[config.mk]
export PLATFORM = sky130hd
export DESIGN_NAME = pwm_multi_fade
export DESIGN_NICKNAME = d
export VERILOG_FILES = /design/src/rtl/pwm_pkg.sv /design/src/rtl/pwm_fade_ch.sv /design/src/rtl/pwm_multi_fade.sv
export SDC_FILE = /design/constraint.sdc
export NUM_CORES = 1
export LEC_CHECK = 0
export BUFFER_PORTS_ARGS = -buffer_cell sky130_fd_sc_hd__buf_4
export CAP_MARGIN = 10
export CORE_AREA = 2 2 161 163
export DETAILED_ROUTE_END_ITERATION = 10
export DIE_AREA = 0 0 163 165
export PLACE_DENSITY_LB_ADDON = 0.1
export SYNTH_ARGS = -nofsm -noshare
export SYNTH_HDL_FRONTEND = slang
export SYNTH_SLANG_ARGS = --single-unit
[constraint.sdc]
create_clock -name clk -period 3.9 [get_ports clk]
set_clock_uncertainty 0.2 [all_clocks]
set_input_delay 0.39 -clock clk [delete_from_list [all_inputs] [get_ports clk]]
set_output_delay 0.39 -clock clk [all_outputs]
set_load 0.02 [all_outputs]
[src/rtl/pwm_pkg.sv]
// rtl/pwm_pkg.sv - shared types and fade arithmetic for the multi-channel PWM
// Purpose: default duty width, ramp-direction encoding and the saturating
//          fade-step function used by every channel.
// Ports:   none (package)
package pwm_pkg;

   localparam int PWM_WIDTH = 8;

   // Fade arithmetic runs at a fixed 32-bit width so one function serves any
   // channel WIDTH up to 31 bits; callers zero-extend and slice the result.
   localparam int SAT_W = 32;

   typedef enum logic [1:0] {
      RAMP_HOLD,
      RAMP_UP,
      RAMP_DOWN
   } ramp_dir_e;

   // Moves cur towards tgt by min(step, |tgt-cur|). The distance is taken one
   // bit wider than the operands, so a large step can neither overshoot the
   // target nor wrap around zero or full scale.
   function automatic logic [SAT_W-1:0] sat_step(
      input logic [SAT_W-1:0] cur,
      input logic [SAT_W-1:0] tgt,
      input logic [SAT_W-1:0] step
   );
      ramp_dir_e        dir;
      logic [SAT_W:0]   diff;
      logic [SAT_W-1:0] nxt;
      diff = '0;
      nxt  = cur;
      if (tgt > cur) begin
         dir = RAMP_UP;
      end else if (tgt < cur) begin
         dir = RAMP_DOWN;
      end else begin
         dir = RAMP_HOLD;
      end
      case (dir)
         RAMP_UP: begin
            diff = {1'b0, tgt} - {1'b0, cur};
            nxt  = ({1'b0, step} >= diff) ? tgt : cur + step;
         end
         RAMP_DOWN: begin
            diff = {1'b0, cur} - {1'b0, tgt};
            nxt  = ({1'b0, step} >= diff) ? tgt : cur - step;
         end
         default: nxt = cur;
      endcase
      return nxt;
   endfunction

endpackage

[src/rtl/pwm_fade_ch.sv]
// rtl/pwm_fade_ch.sv - one PWM channel: target/current duty, fading and output compare
// Purpose: holds the written target, the live duty and the immediate flag;
//          updates the live duty only at period wraps.
// Ports:   clk, rst_n      clock, async active-low reset
//          wr_sel          write strobe already decoded for this channel
//          wr_duty, wr_imm target duty and jump-vs-fade select of the write
//          wrap, tick      period wrap and ramp tick from the shared timebase
//          step            fade increment per ramp tick (0 freezes)
//          counter         shared period counter
//          pwm_out         registered PWM output
//          busy            live duty differs from target
module pwm_fade_ch
   import pwm_pkg::*;
#(
   parameter int WIDTH = PWM_WIDTH
) (
   input  logic             clk,
   input  logic             rst_n,
   input  logic             wr_sel,
   input  logic [WIDTH-1:0] wr_duty,
   input  logic             wr_imm,
   input  logic             wrap,
   input  logic             tick,
   input  logic [WIDTH-1:0] step,
   input  logic [WIDTH-1:0] counter,
   output logic             pwm_out,
   output logic             busy
);

   logic [WIDTH-1:0] target_q, target_d;
   logic [WIDTH-1:0] current_q, current_d;
   logic             imm_q, imm_d;
   logic             pwm_q, pwm_d;
   logic [SAT_W-1:0] ramp_ext;
   logic             unused_ramp_hi;

   assign ramp_ext       = sat_step(SAT_W'(current_q), SAT_W'(target_q), SAT_W'(step));
   // The step result never exceeds max(current, target), so these bits are zero.
   assign unused_ramp_hi = |ramp_ext[SAT_W-1:WIDTH];

   always_comb begin
      target_d  = target_q;
      current_d = current_q;
      imm_d     = imm_q;
      pwm_d     = (counter < current_q);
      // The wrap acts on the registered target/imm, so a write landing in the
      // wrap cycle is only stored here and takes effect at the following wrap.
      if (wrap) begin
         if (imm_q) begin
            current_d = target_q;
            imm_d     = 1'b0;
         end else if (tick) begin
            current_d = ramp_ext[WIDTH-1:0];
         end
      end
      if (wr_sel) begin
         target_d = wr_duty;
         imm_d    = wr_imm;
      end
   end

   always_ff @(posedge clk or negedge rst_n) begin
      if (!rst_n) begin
         target_q  <= '0;
         current_q <= '0;
         imm_q     <= 1'b0;
         pwm_q     <= 1'b0;
      end else begin
         target_q  <= target_d;
         current_q <= current_d;
         imm_q     <= imm_d;
         pwm_q     <= pwm_d;
      end
   end

   assign pwm_out = pwm_q;
   assign busy    = (current_q != target_q);

endmodule

[src/rtl/pwm_multi_fade.sv]
// rtl/pwm_multi_fade.sv - multi-channel PWM with programmable period and hardware fading
// Purpose: shared period counter, period register, ramp prescaler and write
//          decode feeding N_CH fading channels.
// Ports:   clk, reset_n    clock, async active-low reset
//          period          counter terminal value, sampled at each wrap
//          wr_en, wr_ch    one-cycle target write strobe and channel index
//          wr_duty, wr_imm target duty, 1 = jump at next wrap, 0 = fade
//          step            fade increment per ramp tick
//          pwm_out         registered PWM outputs
//          period_end      one-cycle pulse aligned with the last count's output
//          busy            per-channel fade/jump pending
module pwm_multi_fade
   import pwm_pkg::*;
#(
   parameter int  N_CH     = 4,
   parameter int  WIDTH    = PWM_WIDTH,
   parameter int  RAMP_DIV = 4,
   parameter int  PRESC_W  = 8,
   localparam int CH_W     = (N_CH > 1) ? $clog2(N_CH) : 1
) (
   input  logic             clk,
   input  logic             reset_n,
   input  logic [WIDTH-1:0] period,
   input  logic             wr_en,
   input  logic [CH_W-1:0]  wr_ch,
   input  logic [WIDTH-1:0] wr_duty,
   input  logic             wr_imm,
   input  logic [WIDTH-1:0] step,
   output logic [N_CH-1:0]  pwm_out,
   output logic             period_end,
   output logic [N_CH-1:0]  busy
);

   localparam logic [PRESC_W-1:0] PRESC_LAST = PRESC_W'(RAMP_DIV - 1);

   logic [WIDTH-1:0]   counter_q, counter_d;
   logic [WIDTH-1:0]   period_q, period_d;
   logic [PRESC_W-1:0] presc_q, presc_d;
   logic               period_end_q, period_end_d;
   logic               wrap;
   logic               tick;

   // period_q is 0 out of reset, so the first cycle after release is itself a
   // wrap: that is where the programmed period is first loaded.
   always_comb begin
      wrap         = (counter_q == period_q);
      tick         = wrap && (presc_q == PRESC_LAST);
      counter_d    = counter_q + 1'b1;
      period_d     = period_q;
      presc_d      = presc_q;
      period_end_d = wrap;
      if (wrap) begin
         counter_d = '0;
         period_d  = period;
         presc_d   = tick ? '0 : presc_q + 1'b1;
      end
   end

   always_ff @(posedge clk or negedge reset_n) begin
      if (!reset_n) begin
         counter_q    <= '0;
         period_q     <= '0;
         presc_q      <= '0;
         period_end_q <= 1'b0;
      end else begin
         counter_q    <= counter_d;
         period_q     <= period_d;
         presc_q      <= presc_d;
         period_end_q <= period_end_d;
      end
   end

   assign period_end = period_end_q;

   // Indices at or above N_CH match no channel, so such writes are dropped.
   for (genvar i = 0; i < N_CH; i++) begin : g_ch
      logic wr_sel;
      assign wr_sel = wr_en && (32'(wr_ch) == i);

      pwm_fade_ch #(
         .WIDTH (WIDTH)
      ) u_ch (
         .clk     (clk),
         .rst_n   (reset_n),
         .wr_sel  (wr_sel),
         .wr_duty (wr_duty),
         .wr_imm  (wr_imm),
         .wrap    (wrap),
         .tick    (tick),
         .step    (step),
         .counter (counter_q),
         .pwm_out (pwm_out[i]),
         .busy    (busy[i])
      );
   end

endmodule

# Word-level counts from Yosys, hierarchy flattened
# Index checks and enable logic that the tools add are counted.
# word_totals
ff_bits	97
# op_classes
mux	35
addsub	18
magnitude_cmp	20
reduce_logical	22
n_eq_ne	17
# ops
operator	n
>= comparator 8 x 33 -> 1 bit	8
two-way mux 8 bit	18
subtractor 8 x 8 -> 9 bit	8
< comparator 8 bit	8
case mux 8 bit (2 select lines)	4
adder 8 bit	4
greater-than comparator 8 bit	4
!= test 8 bit	4
subtractor 8 bit	4
adder 8 x 1 -> 8 bit (second input constant)	2
two-way mux 2 bit	8
nonzero test 2 bit	8
equality test 2 bit (second input constant)	6
AND reduction 3 bit	4
nonzero test 3 bit	4
equality test 2 x 1 -> 1 bit (second input constant)	5
equality test 8 x 2 -> 1 bit (second input constant)	1
equality test 8 bit	1
logical AND 1 bit	5
two-way mux 1 bit	5
logical NOT 2 bit	1

# Longest topological paths before layout
# Gate-level depths: netlist of run 1.
# logic_depth
word_depth	7
depth_mapped	19
depth_no_buf	18

# Cells and area by module
# Synthesis of run 1 repeated with hierarchy kept, for this count alone.
# unflattened
cells_unflattened	1336
hier_area_um2	11478.5
# modules_own_cells
mod	n_inst	seq_area_each_um2	area_each_um2	cells_each
pwm_fade_ch at g_ch[1].u_ch ...	2	450.4	2538.7	305
pwm_fade_ch at g_ch[3].u_ch	1	450.4	2673.8	320
pwm_fade_ch at g_ch[0].u_ch	1	450.4	2536.2	305
pwm_multi_fade	1	625.6	1191.1	101

# Worst setup path after synthesis of run 1
# No wires, ideal clock.
# synth_timing
path_kind	register to register
startpoint	register g_ch[1].u_ch.current_q[1]
endpoint	register g_ch[1].u_ch.current_q[2]
setup_time_ps	126
t_required_ps	3574
path_slack_ps	-24
synth_period_minus_slack_ps	3924
n_path_buf	1
path_stages_with_launch	20
t_arrival_ps	3598
cell_sequence	dfrtp_1 > inv_1 > ha_1 > nor2b_1 > o21ai_0 > nand2b_1 > a21o_1 > a21o_1 > a21o_1 > a21oi_1 > xor2_1 > ha_1 > o21a_1 > o32ai_1 > a21oi_1 > nor2_2 > o21bai_1 > nor2b_1 > clkbuf_1 > a221o_1
# synth_via
elab_chain_len	7
# synth_rtl
item	line	source
start, declared	pwm_fade_ch.sv:31	logic [WIDTH-1:0] current_q, current_d;
start signal, assigned	pwm_fade_ch.sv:70	current_q <= current_d;
branches (longest 7 deep; another with >= comparator 8 x 33 -> 1 bit)	n/a	
# Parallel ways; which one is timed is not known. The select of a mux whose other input is x is not followed.
# A chain may end at the register's enable or synchronous reset.

# Final worst setup path of run 1
# layout_timing
startpoint	register g_ch[1].u_ch.current_q[1]
endpoint	register g_ch[1].u_ch.current_q[5]
# The elaborated chain is that of the path after synthesis.

==> out/metrics.csv, run 1 <==
metric,value,unit
"EDFF count, synth",0,
worst reg2reg path startpoint,g_ch[1].u_ch.current_q[1]$_DFFE_PN0P_,
H-tree depth,3,
register-to-register setup slack,0.05,ns
Required @ worst endpoint,4.00,ns
First DRT Iteration DRCs,604,
power per cell area,885.8,mW/mm2
CTS tree,done,
vias per cell,5.762,
synth cell count leaders,"ha_1 (210), inv_1 (110), dfrtp_1 (97)",
Worst Reg2Reg Path Length in Cells,16,
Nets,1679,
CP arrival,3.95,ns
asr flop ratio synth,100.0,%
placed wire-length estimate,26.33,mm
RePlAce Congestion,0.8936,
Slew Limit Fails,0,
largest net degree at the start of global routing,64,
GRT Util Overall,26.27,%
crit path max fanout,8,
# DRC,0,
TNS Setup,0,ns
Worst Tran Pin Value,1.096,ns
Final Hold Viols,0,
max-cap viol count,0,
Row Count,58,
VDD IR-drop max,0.3724,mV
ANT cells,0,
type of the most critical hold path,input port to flip-flop,
# fillers,2358,
Cells after Synth,1315,
Die W,163,um
gr ovfl total,0,
Most used DFF post-synth,dfrtp_1,
Unique masters post-synth,69,
Setup CP Type,flip-flop to flip-flop,
die height,165,um
maximum clock rate,260.1,MHz
core area,0.02504,mm2
I/O Buffers,38,
area growth from synthesis to layout,17.83,%
"Seq/Total Area, Yosys",21.14,%
Clock Pin Slew Worst Setup and Hold Paths,0.08,ns
RSZ-0062 raised after global routing,yes,
Synth top area share,22.89,%
total length of routed wires,35.71,mm
pre-CTS WS,-0.1958,ns
Tcrit/Tclk final,98.60,%
worst hold stages,2,
drt pass-1 iters,5,
HP Start,period[1],
Worst Hold Margin,0.05286,ns
dominant cell type by area after synthesis,ha_1,
Mapped Area,0.01148,mm2
first-pass GRT wire length,53.96,mm
initial antenna violation count,0,
clock sink total,97,
post-route ant nets,0,
final setup fails,0,
"FF+latch count, synth",97,
synth top area cells,"ha_1 (23%), dfrtp_1 (21%), mux2_2 (3.8%)",
reg-to-reg endpoint,g_ch[1].u_ch.current_q[5]$_DFFE_PN0P_,
hold endpoint,period_q[1]$_DFFE_PN0P_,
I/O pin count,39,
die area,0.02690,mm2
share of cells above drive strength 1,21.08,%
deepest clock path buffer count,2,
status,finished clean,
clk_lat worst skew,0.36,ns
total CTS buffers,9,
slack of the critical path,0.05478,ns
leakage power,6.541,nW
drt wl/cell,20.31,um
number of global-route vias before repair,9587,
max_slew headroom,26.41,%
Initial Utilization,45.85,%
CP startpoint kind,flip-flop,
most numerous cell in the Yosys netlist,ha_1,
Vias,10130,
syn avg cell area,8.730,um2
Critical Path End Type,flip-flop,
Ys Warns,0,
Mapped Nets,1571,
fin crit period,3.845,ns
root buf cell,clkbuf_16,
layout by cell type, fill, tap and decap left out, types with 12 or more instances in the layout:
cell,instances
a21o_1,56
buf_4,146
mux2_2,39
o21ai_0,53
o21a_1,18
dfrtp_1,97
nand2_1,71
o21bai_1,18
a211oi_1,18
or2_2,12
ha_1,206
inv_1,105
a21oi_1,72
nand2b_1,27
xnor2_1,47
nor2_1,89
nor2b_1,23
xor2_1,36
nand4_1,15
nor3_1,18
how the worst max path moves through the flow:
stage / startpoint / endpoint / slack (ns) / cells past startpoint
2_1_floorplan: g_ch[1].u_ch.current_q[1]$_DFFE_PN0P_ / g_ch[1].u_ch.current_q[2]$_DFFE_PN0P_ / 0.008 / 19
3_3_place_gp: g_ch[3].u_ch.current_q[0]$_DFFE_PN0P_ / g_ch[3].u_ch.current_q[1]$_DFFE_PN0P_ / -0.14 / 16
3_5_place_dp: g_ch[0].u_ch.current_q[0]$_DFFE_PN0P_ / g_ch[0].u_ch.current_q[6]$_DFFE_PN0P_ / -0.20 / 15
4_1_cts: g_ch[0].u_ch.current_q[0]$_DFFE_PN0P_ / g_ch[0].u_ch.current_q[6]$_DFFE_PN0P_ / 0.002 / 16
5_1_grt: g_ch[1].u_ch.current_q[1]$_DFFE_PN0P_ / g_ch[1].u_ch.current_q[5]$_DFFE_PN0P_ / -0.11 / 16
6_report: g_ch[1].u_ch.current_q[1]$_DFFE_PN0P_ / g_ch[1].u_ch.current_q[5]$_DFFE_PN0P_ / 0.05 / 16
critical path, cell delays in order (launching register included):
cell and delay [ns]:
dfrtp_1 0.37, inv_2 0.05, ha_1 0.30, buf_4 0.14, nor2b_1 0.13, o211ai_1 0.29
nand2_1 0.13, a21oi_2 0.16, xor2_1 0.17, ha_1 0.27, a21o_1 0.19, a2111oi_2 0.31
o31a_1 0.28, buf_6 0.17, a22oi_1 0.11, a2111oi_2 0.38, a221o_1 0.15
kinds of logic after synthesis:
kind of cell             synth area share, %
AO/OA/AOI/OAI                          23.24
AND/OR/NAND/NOR                        13.10
adder cells (fa/ha/maj)                25.68
buffers and inverters                  5.984
flip-flops                             21.14
XOR/XNOR                               6.332
multiplexers                           4.523
final cells by class:
cell class	instances	area, um2	share of cell area (%)
clock buffer	10	229.0	1.693
clock inverter	6	115.1	0.8510
inverter	110	412.9	3.052
multi-input combinational	1053	8765	64.80
sequential	97	2427	17.94
tap	330	412.9	3.052
timing repair buffer	152	1165	8.612
per-stage QoR:
step	power (mW)	area, um2	util [%]	instances
floorplan	7.460	11480	-	1315
global placement	9.743	12630	50.43	1720
detailed placement	9.869	12630	50.43	1720
CTS	11.08	13010	51.97	1738
global route	13.05	13530	54.03	1758
finish	11.98	13530	54.03	1758
repair_timing:
item | 4_1_cts | 5_1_grt
gates cloned | 0 | 2
gates resized for setup | 9 | 92
hold buffers | 1 | 0
endpoints found under the hold margin | 1 | 0
endpoints found under the setup margin | 21 | 31
pin swaps | 3 | 40
buffers inserted | 1 | 18
sequential cells by signal, indices dropped and copies added, names as in the netlist:
signal,cells
period_q,8
period_end,1
g_ch.u_ch.pwm_out,4
counter_q,8
g_ch.u_ch.current_q,32
presc_q,8
g_ch.u_ch.imm_q,4
g_ch.u_ch.target_q,32
routing by layer:
metal / track usage, % / vias to the layer above / share of wire, %
li1: - / 4920 / -
met1: 36.52 / 4883 / 47
met2: 42.95 / 264 / 45
met3: 2.536 / 63 / 4.3
met4: 8.568 / 0 / 3.2
met5: 0 / - / 0
power by group:
part	switching (mW)	internal, mW	leakage, nW	total (mW)
logic	4.83	4.35	5.25	9.18
registers	0.416	1.31	1.12	1.73
clock network	0.438	0.633	0.169	1.07
total	5.68	6.30	6.54	12.0
Power figures use the tool's default switching activity.
==> run 2, diff against run 1 <==
ABC_CLOCK_PERIOD_IN_PS = 3200   (was unset)
clock period = 3.2 ns   (was 3.9 ns; I/O delays follow)
==> run 2 against run 1 <==
Against the previous run:
- the run now ends with setup timing left
- critical path type unchanged
- cell area up 15%
- first-iteration DRC count is 16% higher
- sequential cell count unchanged
- via count up 7.5%
- critical path depth stayed put
- combinational power is 55% higher
- register-to-register slack got worse by 0.68 ns
- largest power group unchanged
- final cell count grew 9.2%
- utilization increased by 7.9 points
- worst setup slack got worse by 0.68 ns
- maximum frequency is 0.45% higher
==> out/metrics.csv, run 2 (synthesis gave the netlist of run 1 again) <==
metric,value,unit,change
Critical Path End Type,flip-flop,,
RePlAce Congestion,0.9318,,+4.3%
crit path max fanout,7,,-1
I/O Buffers,38,,unchanged
"commonest cells after routing, fill and taps aside","buf_4 (282), ha_1 (191), inv_1 (97), dfrtp_1 (91), nor2_1 (79)",,
Logic pwr share,80.8,%,+4.2 points
Slew Limit Fails,0,,unchanged
fin crit period,3.828,ns,-0.01730 ns
Clock Pin Slew Worst Setup and Hold Paths,0.07,ns,about the same
pre-CTS WS,-0.7425,ns,-0.5466 ns
GRT Util Overall,28.31,%,+2.0 points
die area,0.02690,mm2,unchanged
gr ovfl total,0,,unchanged
drt pass-1 iters,5,,unchanged
WL met1,17.65,mm,+4.9%
max incr delay on CP,0.42,ns,+0.04 ns
total length of routed wires,38.22,mm,+7.0%
core area,0.02504,mm2,unchanged
type of the most critical hold path,input port to flip-flop,,
deepest clock path buffer count,2,,unchanged
H-tree depth,3,,unchanged
placed wire-length estimate,28.61,mm,+8.7%
clk_lat worst skew,0.36,ns,about the same
Required @ worst endpoint,3.24,ns,-0.76 ns
Die W,163,um,unchanged
Row Count,58,,unchanged
reported net switching power,8.005,mW,+41%
Initial Utilization,45.85,%,unchanged
First DRT Iteration DRCs,702,,+16%
VDD IR-drop max,0.6304,mV,+69%
drt wl/cell,19.91,um,-2.0%
total CTS buffers,9,,unchanged
Reg power frac,12.0,%,-2.4 points
root buf cell,clkbuf_16,,
"commonest non-fill, non-tap cell in the layout",buf_4,,
Setup CP Type,flip-flop to flip-flop,,
Sw Share,45.58,%,-1.8 points
die height,165,um,unchanged
vias per cell,5.672,,-1.6%
non-filler instance count after layout,1920,,+9.2%
# DRC,0,,unchanged
Final Hold Viols,0,,unchanged
power per cell area,1133,mW/mm2,+28%
first-pass GRT wire length,58.35,mm,+8.1%
slack of the critical path,-0.6279,ns,-0.6827 ns
initial antenna violation count,1,,+1
Nets,1841,,+9.6%
Clk pwr share,7.2,%,-1.7 points
largest net degree at the start of global routing,50,,-22%
post-route ant nets,0,,unchanged
met3 WL,1.672,mm,+7.8%
share of cells above drive strength 1,35.24,%,+14 points
CP arrival,3.87,ns,-0.08 ns
Worst Tran Pin Value,0.7775,ns,-0.3189 ns
leakage power,7.443,nW,+14%
area growth from synthesis to layout,35.07,%,
final setup fails,32,,+32
internal power,9.558,mW,+52%
number of global-route vias before repair,10660,,+11%
"Cell Chain, Critical Path","ha_4, fa_2, nand2b_4, a21oi_4, nand2_1, nand2_1, a21oi_2, xor2_1, ha_1, buf_4, a2111oi_4, o31a_1, buf_4, o21bai_4, nor2b_4, a221o_1",,
maximum clock rate,261.2,MHz,+0.45%
max_slew headroom,48.02,%,+22 points
CTS tree,done,,
status,"finished, violations left",,
max-cap viol count,0,,unchanged
RSZ-0062 raised after global routing,yes,,
failing checks,setup timing,,
largest registers,"g_ch.u_ch.current_q x32, g_ch.u_ch.target_q x32",,
CP startpoint kind,flip-flop,,
Critical-path top delay cell,dfrtp_1,,
top layer in use,met4,,
clock sink total,97,,unchanged
Tcrit/Tclk final,119.6,%,+21 points
I/O pin count,39,,unchanged
Vias,10890,,+7.5%
Met2 Wirelength,17.85,mm,+10%
Cell Count Post-Placement,1846,,+7.3%
# fillers,2181,,-7.5%
[run 2: cell count changes in the layout (fill, tap and decap cells not counted), moves of 9 or more]
cell | before | now
a21oi_1 | 72 | 60
buf_6 | 3 | 26
nor2_1 | 89 | 79
ha_1 | 206 | 191
a221oi_1 | 10 | 1
buf_4 | 146 | 282
ha_4 | 2 | 12
o21ai_0 | 53 | 43
[run 2: worst paths after layout]
check,slack [ns],start,depth (start not counted),endpoint
setup / recovery,-0.63,g_ch[1].u_ch.current_q[0]$_DFFE_PN0P_,16,g_ch[1].u_ch.current_q[4]$_DFFE_PN0P_
hold / removal,0.004,period[5],2,period_q[5]$_DFFE_PN0P_
setup reg to reg,-0.63,g_ch[1].u_ch.current_q[0]$_DFFE_PN0P_,16,g_ch[1].u_ch.current_q[4]$_DFFE_PN0P_
hold reg to reg,0.30,presc_q[7]$_DFFE_PN0P_,1,presc_q[7]$_DFFE_PN0P_
max in group asynchronous,1.65,reset_n,3,g_ch[3].u_ch.current_q[1]$_DFFE_PN0P_
min in group asynchronous,0.33,reset_n,2,g_ch[1].u_ch.current_q[1]$_DFFE_PN0P_
[run 2: what timing repair did]
| item | CTS | global route |
|---|---|---|
| setup buffers | 30 | 24 |
| pin swaps | 89 | 47 |
| hold buffers | 2 | 0 |
| setup endpoints to repair | 32 | 32 |
| hold endpoints to repair | 47 | 0 |
| cloned | 3 | 0 |
| gates resized for setup | 101 | 57 |
[run 2: layout make-up]
type / count / area (um2) / area share, %
Timing Repair Buffer: 313 / 2490 / 16.06
Tap cell: 330 / 412.9 / 2.663
Clock inverter: 4 / 76.32 / 0.4922
Clock buffer: 11 / 252.7 / 1.630
Sequential cell: 97 / 2435 / 15.70
Multi-Input combinational cell: 1054 / 9412 / 60.70
Inverter: 110 / 425.4 / 2.743
Antenna cell: 1 / 2.502 / 0.01614
[run 2: power groups by stage]
| stage | clock network, mW | logic (mW) | registers (mW) |
|---|---|---|---|
| after floorplan | 0 | 7.92 | 2.01 |
| after global placement | 0 | 11.4 | 2.10 |
| after detailed placement | 0 | 11.6 | 2.11 |
| after CTS | 1.27 | 13.0 | 2.09 |
| after global routing | 1.31 | 15.4 | 2.16 |
| final | 1.26 | 14.2 | 2.11 |
[run 2: worst max-delay path, delay by kind of cell (launching register included)]
| family | cells | cell delay [ns] |
|---|---|---|
| AOI/OAI and AO/OA | 6 | 1.27 |
| xor gates and xnor gates | 1 | 0.14 |
| adders and majority gates | 3 | 0.84 |
| buffers and inverters | 2 | 0.34 |
| DFF | 1 | 0.42 |
| and+or+nand+nor | 4 | 0.50 |
[run 2: per-layer routing]
metal / vias to the layer above / global-route usage [%]
met4: 0 / 9.010
met2: 300 / 47.53
li1: 5257 / -
met1: 5275 / 38.33
met5: - / 0
met3: 58 / 2.938
[run 2: through the flow]
step	hold WS [ns]	TNS, ns	power, mW	util, %	area [um2]
2_1_floorplan	-0.1756	-5.475	9.933	-	11910
3_3_place_gp	0.1934	-12.50	13.50	55.82	13970
3_5_place_dp	0.1918	-14.71	13.73	55.82	13970
4_1_cts	0.0004043	-12.07	16.40	60.06	15040
5_1_grt	0.001325	-18.57	18.91	61.92	15500
6_report	0.004072	-14.08	17.56	61.93	15510
